===== src/rtl/instruction_fetch_pkg.sv =====
// Shared definitions for the instruction fetch stage.
// Holds the instruction word layout (field bit positions), the opcode and
// register-name constants, and the fetch FSM state type.
package instruction_fetch_pkg;

    localparam int ADDR_W  = 16;
    localparam int INSTR_W = 28;
    localparam int DELAY_W = 24;

    // Instruction word layout: {opcode, dest, src1, src0}; the immediate
    // overlays src1/src0, and the NOP delay payload overlays dest/src1/src0.
    localparam int OP_HI      = 27;
    localparam int OP_LO      = 24;
    localparam int DST_HI     = 23;
    localparam int DST_LO     = 16;
    localparam int SRC1_HI    = 15;
    localparam int SRC1_LO    = 8;
    localparam int SRC0_HI    = 7;
    localparam int SRC0_LO    = 0;
    localparam int IMM_HI     = 15;
    localparam int IMM_LO     = 0;
    localparam int PAYLOAD_HI = 23;
    localparam int PAYLOAD_LO = 0;

    // Opcodes
    localparam logic [3:0] OP_NOP = 4'h0;
    localparam logic [3:0] OP_STO = 4'h1;
    localparam logic [3:0] OP_ADD = 4'h2;
    localparam logic [3:0] OP_SUB = 4'h3;
    localparam logic [3:0] OP_AND = 4'h4;
    localparam logic [3:0] OP_OR  = 4'h5;
    localparam logic [3:0] OP_XOR = 4'h6;
    localparam logic [3:0] OP_LED = 4'h7;

    // Register names
    localparam logic [7:0] R0 = 8'd0;
    localparam logic [7:0] R1 = 8'd1;
    localparam logic [7:0] R2 = 8'd2;
    localparam logic [7:0] R3 = 8'd3;
    localparam logic [7:0] R4 = 8'd4;
    localparam logic [7:0] R5 = 8'd5;
    localparam logic [7:0] R6 = 8'd6;
    localparam logic [7:0] R7 = 8'd7;

    typedef enum logic {FETCH = 1'b0, DELAY = 1'b1} fetch_state_e;

    function automatic logic is_nop(input logic [INSTR_W-1:0] instr);
        return instr[OP_HI:OP_LO] == OP_NOP;
    endfunction

endpackage


===== src/rtl/instruction_fetch_if.sv =====
// Fetch-stage bus: ROM address/data, downstream stall and branch redirect,
// and the decoded instruction fields issued downstream.
//   master : the fetch unit (drives oAddress and the issued fields)
//   slave  : ROM + downstream consumer (drives iInstruction, iStall, branch)
interface instruction_fetch_if;
    import instruction_fetch_pkg::*;

    logic [ADDR_W-1:0]  oAddress;
    logic [INSTR_W-1:0] iInstruction;
    logic               iStall;
    logic               iBranchTaken;
    logic [ADDR_W-1:0]  iBranchTarget;
    logic               oValid;
    logic [3:0]         oOperation;
    logic [7:0]         oDestination;
    logic [7:0]         oSourceAddr1;
    logic [7:0]         oSourceAddr0;
    logic [15:0]        oImmediate;

    modport master (
        output oAddress, oValid, oOperation, oDestination,
               oSourceAddr1, oSourceAddr0, oImmediate,
        input  iInstruction, iStall, iBranchTaken, iBranchTarget
    );

    modport slave (
        input  oAddress, oValid, oOperation, oDestination,
               oSourceAddr1, oSourceAddr0, oImmediate,
        output iInstruction, iStall, iBranchTaken, iBranchTarget
    );
endinterface


===== src/rtl/instruction_fetch_nop_delay_counter.sv =====
// Loadable down-counter used to burn the cycles requested by a NOP.
//   clk, rst_n  : clock, async active-low reset (clears the count)
//   load_i      : load load_val_i (has priority over decrement)
//   load_val_i  : value to load
//   dec_i       : decrement by one (saturates at zero)
//   zero_o      : count is zero
module nop_delay_counter
    import instruction_fetch_pkg::*;
(
    input  logic               clk,
    input  logic               rst_n,
    input  logic               load_i,
    input  logic [DELAY_W-1:0] load_val_i,
    input  logic               dec_i,
    output logic               zero_o
);
    logic [DELAY_W-1:0] count_q;

    always_ff @(posedge clk or negedge rst_n) begin
        if (!rst_n)
            count_q <= '0;
        else if (load_i)
            count_q <= load_val_i;
        else if (dec_i && count_q != '0)
            count_q <= count_q - DELAY_W'(1);
    end

    assign zero_o = (count_q == '0);
endmodule


===== src/rtl/instruction_fetch.sv =====
// Instruction fetch stage: reads a combinational ROM at the PC, registers the
// decoded fields downstream, stalls on request, honours branch redirects and
// spends NOP payload cycles idle.
//   clk, rst_n : clock, async active-low reset
//   bus        : instruction_fetch_if.master (ROM address/data, stall,
//                branch redirect, issued fields + oValid)
module instruction_fetch
    import instruction_fetch_pkg::*;
#(
    parameter logic [ADDR_W-1:0] RESET_PC = 16'd0
) (
    input  logic                 clk,
    input  logic                 rst_n,
    instruction_fetch_if.master  bus
);
    fetch_state_e       state_q;
    logic [ADDR_W-1:0]  pc_q, pc_d;
    logic               valid_q;
    logic [3:0]         op_q;
    logic [7:0]         dst_q, src1_q, src0_q;
    logic [15:0]        imm_q;

    logic               nop;
    logic [DELAY_W-1:0] payload;
    logic               cnt_load, cnt_dec, cnt_zero;
    logic [DELAY_W-1:0] cnt_load_val;

    assign nop     = is_nop(bus.iInstruction);
    assign payload = bus.iInstruction[PAYLOAD_HI:PAYLOAD_LO];
    assign pc_d    = pc_q + ADDR_W'(1);   // wraps FFFF -> 0000

    // The NOP cycle itself counts as one of the N+1 idle cycles, so DELAY
    // only has to cover N cycles: load N-1 and leave once the count is zero.
    // N=0 never enters DELAY.
    always_comb begin
        cnt_load     = 1'b0;
        cnt_dec      = 1'b0;
        cnt_load_val = '0;
        if (bus.iBranchTaken) begin
            cnt_load = 1'b1;
        end else if (!bus.iStall) begin
            if (state_q == FETCH && nop) begin
                cnt_load     = 1'b1;
                cnt_load_val = (payload == '0) ? '0 : payload - DELAY_W'(1);
            end else if (state_q == DELAY && !cnt_zero) begin
                cnt_dec = 1'b1;
            end
        end
    end

    nop_delay_counter u_delay (
        .clk        (clk),
        .rst_n      (rst_n),
        .load_i     (cnt_load),
        .load_val_i (cnt_load_val),
        .dec_i      (cnt_dec),
        .zero_o     (cnt_zero)
    );

    always_ff @(posedge clk or negedge rst_n) begin
        if (!rst_n) begin
            state_q <= FETCH;
            pc_q    <= RESET_PC;
            valid_q <= 1'b0;
            op_q    <= '0;
            dst_q   <= '0;
            src1_q  <= '0;
            src0_q  <= '0;
            imm_q   <= '0;
        end else if (bus.iBranchTaken) begin
            // Redirect wins over stall and any pending NOP delay.
            state_q <= FETCH;
            pc_q    <= bus.iBranchTarget;
            valid_q <= 1'b0;
        end else if (!bus.iStall) begin
            case (state_q)
                FETCH: begin
                    pc_q <= pc_d;
                    if (nop) begin
                        valid_q <= 1'b0;
                        if (payload != '0)
                            state_q <= DELAY;
                    end else begin
                        valid_q <= 1'b1;
                        op_q    <= bus.iInstruction[OP_HI:OP_LO];
                        dst_q   <= bus.iInstruction[DST_HI:DST_LO];
                        src1_q  <= bus.iInstruction[SRC1_HI:SRC1_LO];
                        src0_q  <= bus.iInstruction[SRC0_HI:SRC0_LO];
                        imm_q   <= bus.iInstruction[IMM_HI:IMM_LO];
                    end
                end
                DELAY: begin
                    valid_q <= 1'b0;
                    if (cnt_zero)
                        state_q <= FETCH;
                end
                default: state_q <= FETCH;
            endcase
        end
    end

    assign bus.oAddress     = pc_q;
    assign bus.oValid       = valid_q;
    assign bus.oOperation   = op_q;
    assign bus.oDestination = dst_q;
    assign bus.oSourceAddr1 = src1_q;
    assign bus.oSourceAddr0 = src0_q;
    assign bus.oImmediate   = imm_q;
endmodule


===== src/flat_wrapper.sv =====
// flat-port wrapper written by rule: the top's interface ports become plain ports
module instruction_fetch_flat import instruction_fetch_pkg::*;
#(
    parameter logic [ADDR_W-1:0] RESET_PC = 16'd0
)
  (clk, rst_n, bus_oAddress, bus_oValid, bus_oOperation, bus_oDestination, bus_oSourceAddr1, bus_oSourceAddr0, bus_oImmediate, bus_iInstruction, bus_iStall, bus_iBranchTaken, bus_iBranchTarget);
  instruction_fetch_if bus_i ();
  input  logic clk;
  input  logic rst_n;
  output wire logic [$bits(bus_i.oAddress)-1:0] bus_oAddress;
  output wire logic [$bits(bus_i.oValid)-1:0] bus_oValid;
  output wire logic [$bits(bus_i.oOperation)-1:0] bus_oOperation;
  output wire logic [$bits(bus_i.oDestination)-1:0] bus_oDestination;
  output wire logic [$bits(bus_i.oSourceAddr1)-1:0] bus_oSourceAddr1;
  output wire logic [$bits(bus_i.oSourceAddr0)-1:0] bus_oSourceAddr0;
  output wire logic [$bits(bus_i.oImmediate)-1:0] bus_oImmediate;
  input wire logic [$bits(bus_i.iInstruction)-1:0] bus_iInstruction;
  input wire logic [$bits(bus_i.iStall)-1:0] bus_iStall;
  input wire logic [$bits(bus_i.iBranchTaken)-1:0] bus_iBranchTaken;
  input wire logic [$bits(bus_i.iBranchTarget)-1:0] bus_iBranchTarget;
  assign bus_oAddress = bus_i.oAddress;
  assign bus_oValid = bus_i.oValid;
  assign bus_oOperation = bus_i.oOperation;
  assign bus_oDestination = bus_i.oDestination;
  assign bus_oSourceAddr1 = bus_i.oSourceAddr1;
  assign bus_oSourceAddr0 = bus_i.oSourceAddr0;
  assign bus_oImmediate = bus_i.oImmediate;
  assign bus_i.iInstruction = bus_iInstruction;
  assign bus_i.iStall = bus_iStall;
  assign bus_i.iBranchTaken = bus_iBranchTaken;
  assign bus_i.iBranchTarget = bus_iBranchTarget;
  instruction_fetch #(.RESET_PC(RESET_PC)) u_core (.clk(clk), .rst_n(rst_n), .bus(bus_i));
endmodule

===== config.mk =====
export PLATFORM = sky130hd
export DESIGN_NAME = instruction_fetch_flat
export DESIGN_NICKNAME = d
export VERILOG_FILES = /design/src/rtl/instruction_fetch_pkg.sv /design/src/rtl/instruction_fetch_if.sv /design/src/rtl/instruction_fetch_nop_delay_counter.sv /design/src/rtl/instruction_fetch.sv /design/src/flat_wrapper.sv
export SDC_FILE = /design/constraint.sdc
export NUM_CORES = 1
export LEC_CHECK = 0
export BUFFER_PORTS_ARGS = -buffer_cell sky130_fd_sc_hd__buf_2
export CORE_ASPECT_RATIO = 1.2
export CORE_MARGIN = 4
export CORE_UTILIZATION = 35
export CTS_CLUSTER_SIZE = 12
export DETAILED_ROUTE_END_ITERATION = 12
export HOLD_SLACK_MARGIN = 0.02
export PLACE_DENSITY_LB_ADDON = 0.15
export SLEW_MARGIN = 20
export SYNTH_ARGS = -nofsm -noshare
export SYNTH_HDL_FRONTEND = slang
export SYNTH_SLANG_ARGS = --single-unit

===== constraint.sdc =====
create_clock -name clk -period 2.9 [get_ports clk]
set_input_delay 0.725 -clock clk [delete_from_list [all_inputs] [get_ports clk]]
set_output_delay 0.725 -clock clk [all_outputs]
set_load 0.005 [all_outputs]

After elaboration in Yosys (flattened, before gate mapping). Cells that the tools add are included.

Add/subtract/negate cells: 3. Multiply operators: 0. Div/mod/pow operators: 0. Order comparisons: 0. Equality and inequality tests: 2. Shifts and indexed selects: 0. Mux-type cells: 26. Bitwise gates (word level): 4. Reduce and logical (&&, ||, !) cells: 12.

Operators with widths (count): 24-bit 2-to-1 mux (6); 24-bit logical NOT (2); 16-bit 2-to-1 mux (3); 24-bit nonzero test (2); 24-bit by 1-bit subtractor with 24-bit output, second input constant (2); 16-bit by 1-bit adder with 16-bit output, second input constant (1); 1-bit 2-to-1 mux (15); 4-bit logical NOT (1); 1-bit inverter (4); 1-bit case mux with 2 select lines (2); 4-bit AND reduction (1); 1-bit logical AND (3); 2-bit by 1-bit != test with 1-bit output, second input constant (1); 2-bit != test, second input constant (1); 2-bit AND reduction (1); 2-bit nonzero test (1); 1-bit logical NOT (1).

Register bits: 86. Bits in latches: 0. RAM bits: 0. ROM bits: 0. Bits of input ports: 48. Output and inout port bits: 61. Word-level logic and storage cells: 56. Memories kept: 0.

Longest topological paths before layout.
Word-level depth: 10. Gate-level depth with buffers: 9. Mapped depth without buffers: 8.

Modules after synthesis. From an unflattened synthesis, not the netlist that was laid out.

Cells, all modules: 457. Area total of the unflattened synthesis: 4247.8 um^2.

By module, submodules not included: instruction_fetch (times used 1, cells each 286, area each 2760.1 um^2, seq. area each 1151.1 um^2); nop_delay_counter (times used 1, cells each 171, area each 1487.7 um^2, seq. area each 600.6 um^2).

Least setup slack after synthesis. No wires, ideal clock.

Kind: input to register. Start: input port bus_iInstruction[0]. End: register u_core.u_delay.count_q[16]. Data arrival time: 2.793 ns. Required time: 2.835 ns. Path slack: 0.043 ns. Cell stages on the path: 9. Path buffers: 1. Cells stage by stage: inv_1 > ha_1 > or4b_1 > buf_2 > or4_4 > or4_1 > a21oi_1 > o21a_1 > o22a_1.

Word-level cells in the longest chain between the ends: 6.

RTL lines: from (decl) (line flat_wrapper.sv:17) `input wire logic [$bits(bus_i.iInstruction)-1:0] bus_iInstruction;`; 24-bit by 1-bit subtractor with 24-bit output / 24-bit logical NOT (equally long branches) (line instruction_fetch.sv:44) `cnt_load_val = (payload == '0) ? '0 : payload - DELAY_W'(1);`; 24-bit 2-to-1 mux (*) (line instruction_fetch.sv:44); 24-bit 2-to-1 mux (*) (line instruction_fetch.sv:42) `if (state_q == FETCH && nop) begin`; 24-bit 2-to-1 mux (*) (line instruction_fetch.sv:41) `end else if (!bus.iStall) begin`; 24-bit 2-to-1 mux (*) (line instruction_fetch.sv:39) `if (bus.iBranchTaken) begin`; 24-bit 2-to-1 mux (*) (line instruction_fetch_nop_delay_counter.sv:22) `else if (load_i)`; to (signal assigned) (line instruction_fetch_nop_delay_counter.sv:23) `count_q <= load_val_i;`; to (signal assigned) (line instruction_fetch_nop_delay_counter.sv:25) `count_q <= count_q - DELAY_W'(1);`; to (decl) (line instruction_fetch_nop_delay_counter.sv:17) `logic [DELAY_W-1:0] count_q;`.

Every way passes the cells marked *; elsewhere a longest branch is shown, timed or not. A chain may end at the register's enable or synchronous reset.

Worst setup path after layout. Ends and elaborated chain as after synthesis.

==> flow_metrics.py <==
metrics = {
    "status": {
        "run_status": "finished clean",
    },
    "timing": {
        "layout_min_cycle_time_ps": 2625,
        "tightestPinTransition_ps": 809.5,
        "finalCritPeriodShare_pct": 90.50,
        "hold_viol_final": 0,
        "slew_viol_final": 0,
        "maxSlewHeadroom_pct": 46.04,
        "finalSetupTns_ps": 0,
        "setup_viol": 0,
        "finalClockSkew_ps": 5.914,
        "rsz0062_at_grt": "no",
        "finalWorstSetupSlack_ps": 275.4,
        "fmaxAchievable_mhz": 381.0,
    },
    "clocking": {
        "cts_resized": 0,
        "cts_made_buffers": 9,
        "clkTransAtPathRegs_ps": 60,
        "postCtsHoldBufs": 0,
        "cts.path.max_buffers": 2,
        "htreeDepth": 3,
        "clk_latency_ps": 340,
        "cts.sinks": 70,
        "clock_tree.root_cell": "clkbuf_16",
        "cts_tree": "built",
        "post_cts_buffers": 0,
    },
    "drt": {
        "viasPerCell": 5.316,
        "drtAntennaViolNets": 0,
        "routed.top_layer": "met4",
        "first_pass_iters": 4,
        "wl_met2_mm": 5.462,
        "dr_wl_met3_um": 716,
        "wl_mm": 11.12,
        "wl_met1_mm": 4.791,
        "post_drt_wl_per_cell_um": 16.02,
        "drcViolationCount": 0,
        "vias": 3689,
        "drt_iter0_markers": 151,
    },
    "run": {
        "drv_cap": 0,
    },
    "setup_path": {
        "cp_max_fo": 3,
        "path_class": "input port to flop",
        "critPathLaunch": "bus_iInstruction[0]",
        "arrival_ps": 2900,
        "start_kind": "input port",
        "rr_endpoint": "u_core.u_delay.count_q[8]$_DFFE_PN0P_",
        "cpPeakStageDelay_ps": 510,
        "reg2reg_slack_ps": 320,
        "r2r_cells": 6,
        "worstReg2RegStart": "u_core.u_delay.count_q[10]$_DFFE_PN0P_",
        "path_cells": "buf_2, inv_1, ha_1, or4b_1, or4_4, or4_1, a21oi_1, o21a_1, o22a_1",
        "crit_slowest_cell": "or4b_1",
        "worstSetupEndpointType": "flop",
        "cp.required_ps": 3170,
    },
    "cells_and_area": {
        "stdcell_count": 694,
        "fillers": 1109,
        "antennaDiodeCount": 0,
        "multi_input_area_um2": 2087,
        "regArea_um2": 1752,
        "final_nets": 588,
        "syn2layout_area_growth_pct": 28.19,
        "fin_area_um2": 5184,
        "drive_gt1_share_pct": 33.89,
    },
    "synth": {
        "post-synth-top-area-fraction_pct": 43.32,
        "netlist_area_um2": 4044,
        "synth_nets": 474,
        "synth_top_cells_by_area": "dfrtp_1 (43%), mux2_2 (6.1%), o21ai_0 (4.5%)",
        "syn-mean-instance-area_um2": 9.605,
        "synth_top_cell_by_area": "dfrtp_1",
        "synth_edf_count": 0,
        "syn_inst": 421,
        "seq_area_frac_synth_pct": 43.32,
        "ys_seq_elements": 70,
        "ys_warn_count": 0,
        "async_reset_ff_share_pct": 100.0,
        "ys.flop_type": "dfrtp_1",
        "synth_cell_types": 60,
    },
    "floorplan": {
        "num_rows": 42,
        "core_um2": 11190,
        "fp.dieH_um": 125.8,
        "initial_core_util_pct": 36.13,
        "ios": 109,
        "die_x_um": 106.1,
        "die_area_um2": 13350,
    },
    "placement": {
        "hpwl_mm": 8.471,
        "place_area_um2": 4812,
        "post-place-ws_ps": -61.80,
        "dp_cells": 678,
        "place.gp.congestion": 0.8154,
        "port_buffers": 108,
    },
    "power": {
        "p_per_area_nw_per_um2": 678.2,
        "fin_total_pwr_mw": 3.516,
        "total_leakage_power_nw": 2.308,
        "vdd_ir_drop_max_uv": 308.7,
    },
    "global_route": {
        "antenna_found_initial": 0,
        "grt-ovfl-total": 0,
        "grt_pass1_wl_mm": 18.13,
        "grt_max_degree": 34,
        "grt_pass1_vias": 3649,
        "grt_usage_pct": 16.87,
    },
    "min_path": {
        "min-delay-path-class": "input port to asynchronous set/reset pin",
    },
}
==> worst max-delay path, delay by kind of cell <==
kind                       cells  cell delay [ps]
buffers and inverters          2              160
AOI/OAI and AO/OA              3              450
adders and majority gates      1              190
and+or+nand+nor                3             1370
==> synthesized netlist by cell type, drive strengths merged, types with 6 or more instances <==
cell type / number
dfrtp: 70
nand2: 40
o21ai: 38
mux2: 22
nor2: 21
buf: 20
nor3: 19
xor2: 19
xnor2: 16
clkbuf: 14
nand3: 12
a21oi: 11
or4: 11
nor4: 9
a22o: 8
nand4: 7
o22ai: 7
inv: 6
==> where the power goes <==
part	switching [mW]	internal [mW]	leakage, nW
combinational	0.467	0.407	1.25
clock	0.427	0.949	0.179
sequential	0.139	1.13	0.878
==> metrics by stage <==
| stage | utilization [%] | hold slack, ps |
|---|---|---|
| detailed placement | 42.99 | 482.2 |
| finish | 46.31 | 373.8 |
| global route | 46.31 | 409.8 |
| floorplan | - | 429.4 |
| CTS | 46.31 | 388.7 |
| global placement | 42.99 | 481.3 |
==> state kept, by name, summed over array words and instances, names as in the netlist <==
name / cells
u_core.state_q: 1
u_core.u_delay.count_q: 24
u_core.bus.oImmediate: 16
u_core.bus.oDestination: 8
u_core.bus.oValid: 1
u_core.bus.oAddress: 16
u_core.bus.oOperation: 4
==> routing by layer <==
layer  global-route usage, %  vias up
met5                       0        -
met4                   5.945        0
met3                   3.531       10
met2                   27.83      126
met1                   21.88     1789
li1                        -     1764
==> area by class of cell <==
type | count | area share, %
Inverter | 6 | 0.4345
Tap cell | 154 | 3.717
Clock buffer | 10 | 4.610
Timing Repair Buffer | 137 | 14.63
Multi-Input combinational cell | 311 | 40.26
Sequential cell | 70 | 33.79
Clock inverter | 6 | 2.559
==> layout by cell type (no fill, tap or decap), types with 3 or more instances in the layout <==
master	instances
o21ai_0	36
and3_1	4
mux2_2	22
o211ai_1	3
a31oi_1	3
nor2_1	21
ha_1	5
bufinv_16	4
nor3_1	19
nand2_1	40
a32o_1	4
a21oi_1	11
nor4_1	9
clkbuf_16	9
nand4_1	7
dfrtp_1	70
a22o_1	8
o22ai_1	7
or2_2	3
xnor2_1	16
inv_1	6
nand3_1	12
or4_1	10
nand2b_1	4
nand3b_1	3
buf_4	29
or3_1	5
buf_2	108
xor2_1	19
==> worst max-delay path by stage <==
stage / end / slack, ps
final: u_core.u_delay.count_q[16]$_DFFE_PN0P_ / 280
after global routing: u_core.u_delay.count_q[16]$_DFFE_PN0P_ / 170
after CTS: u_core.u_delay.count_q[16]$_DFFE_PN0P_ / 270
after global placement: u_core.u_delay.count_q[16]$_DFFE_PN0P_ / -40
after detailed placement: u_core.u_delay.count_q[16]$_DFFE_PN0P_ / -60
after floorplan: u_core.u_delay.count_q[16]$_DFFE_PN0P_ / 40
==> logic make-up after synthesis <==
kind of cell               synth area share, %
and+or+nand+nor                          20.17
AOI/OAI and AO/OA                        15.75
DFF                                      43.32
buffers and inverters                    5.260
xor gates and xnor gates                 7.580
muxes                                    6.374
adders and majority gates                1.547
(Power assumes the default switching activity.)
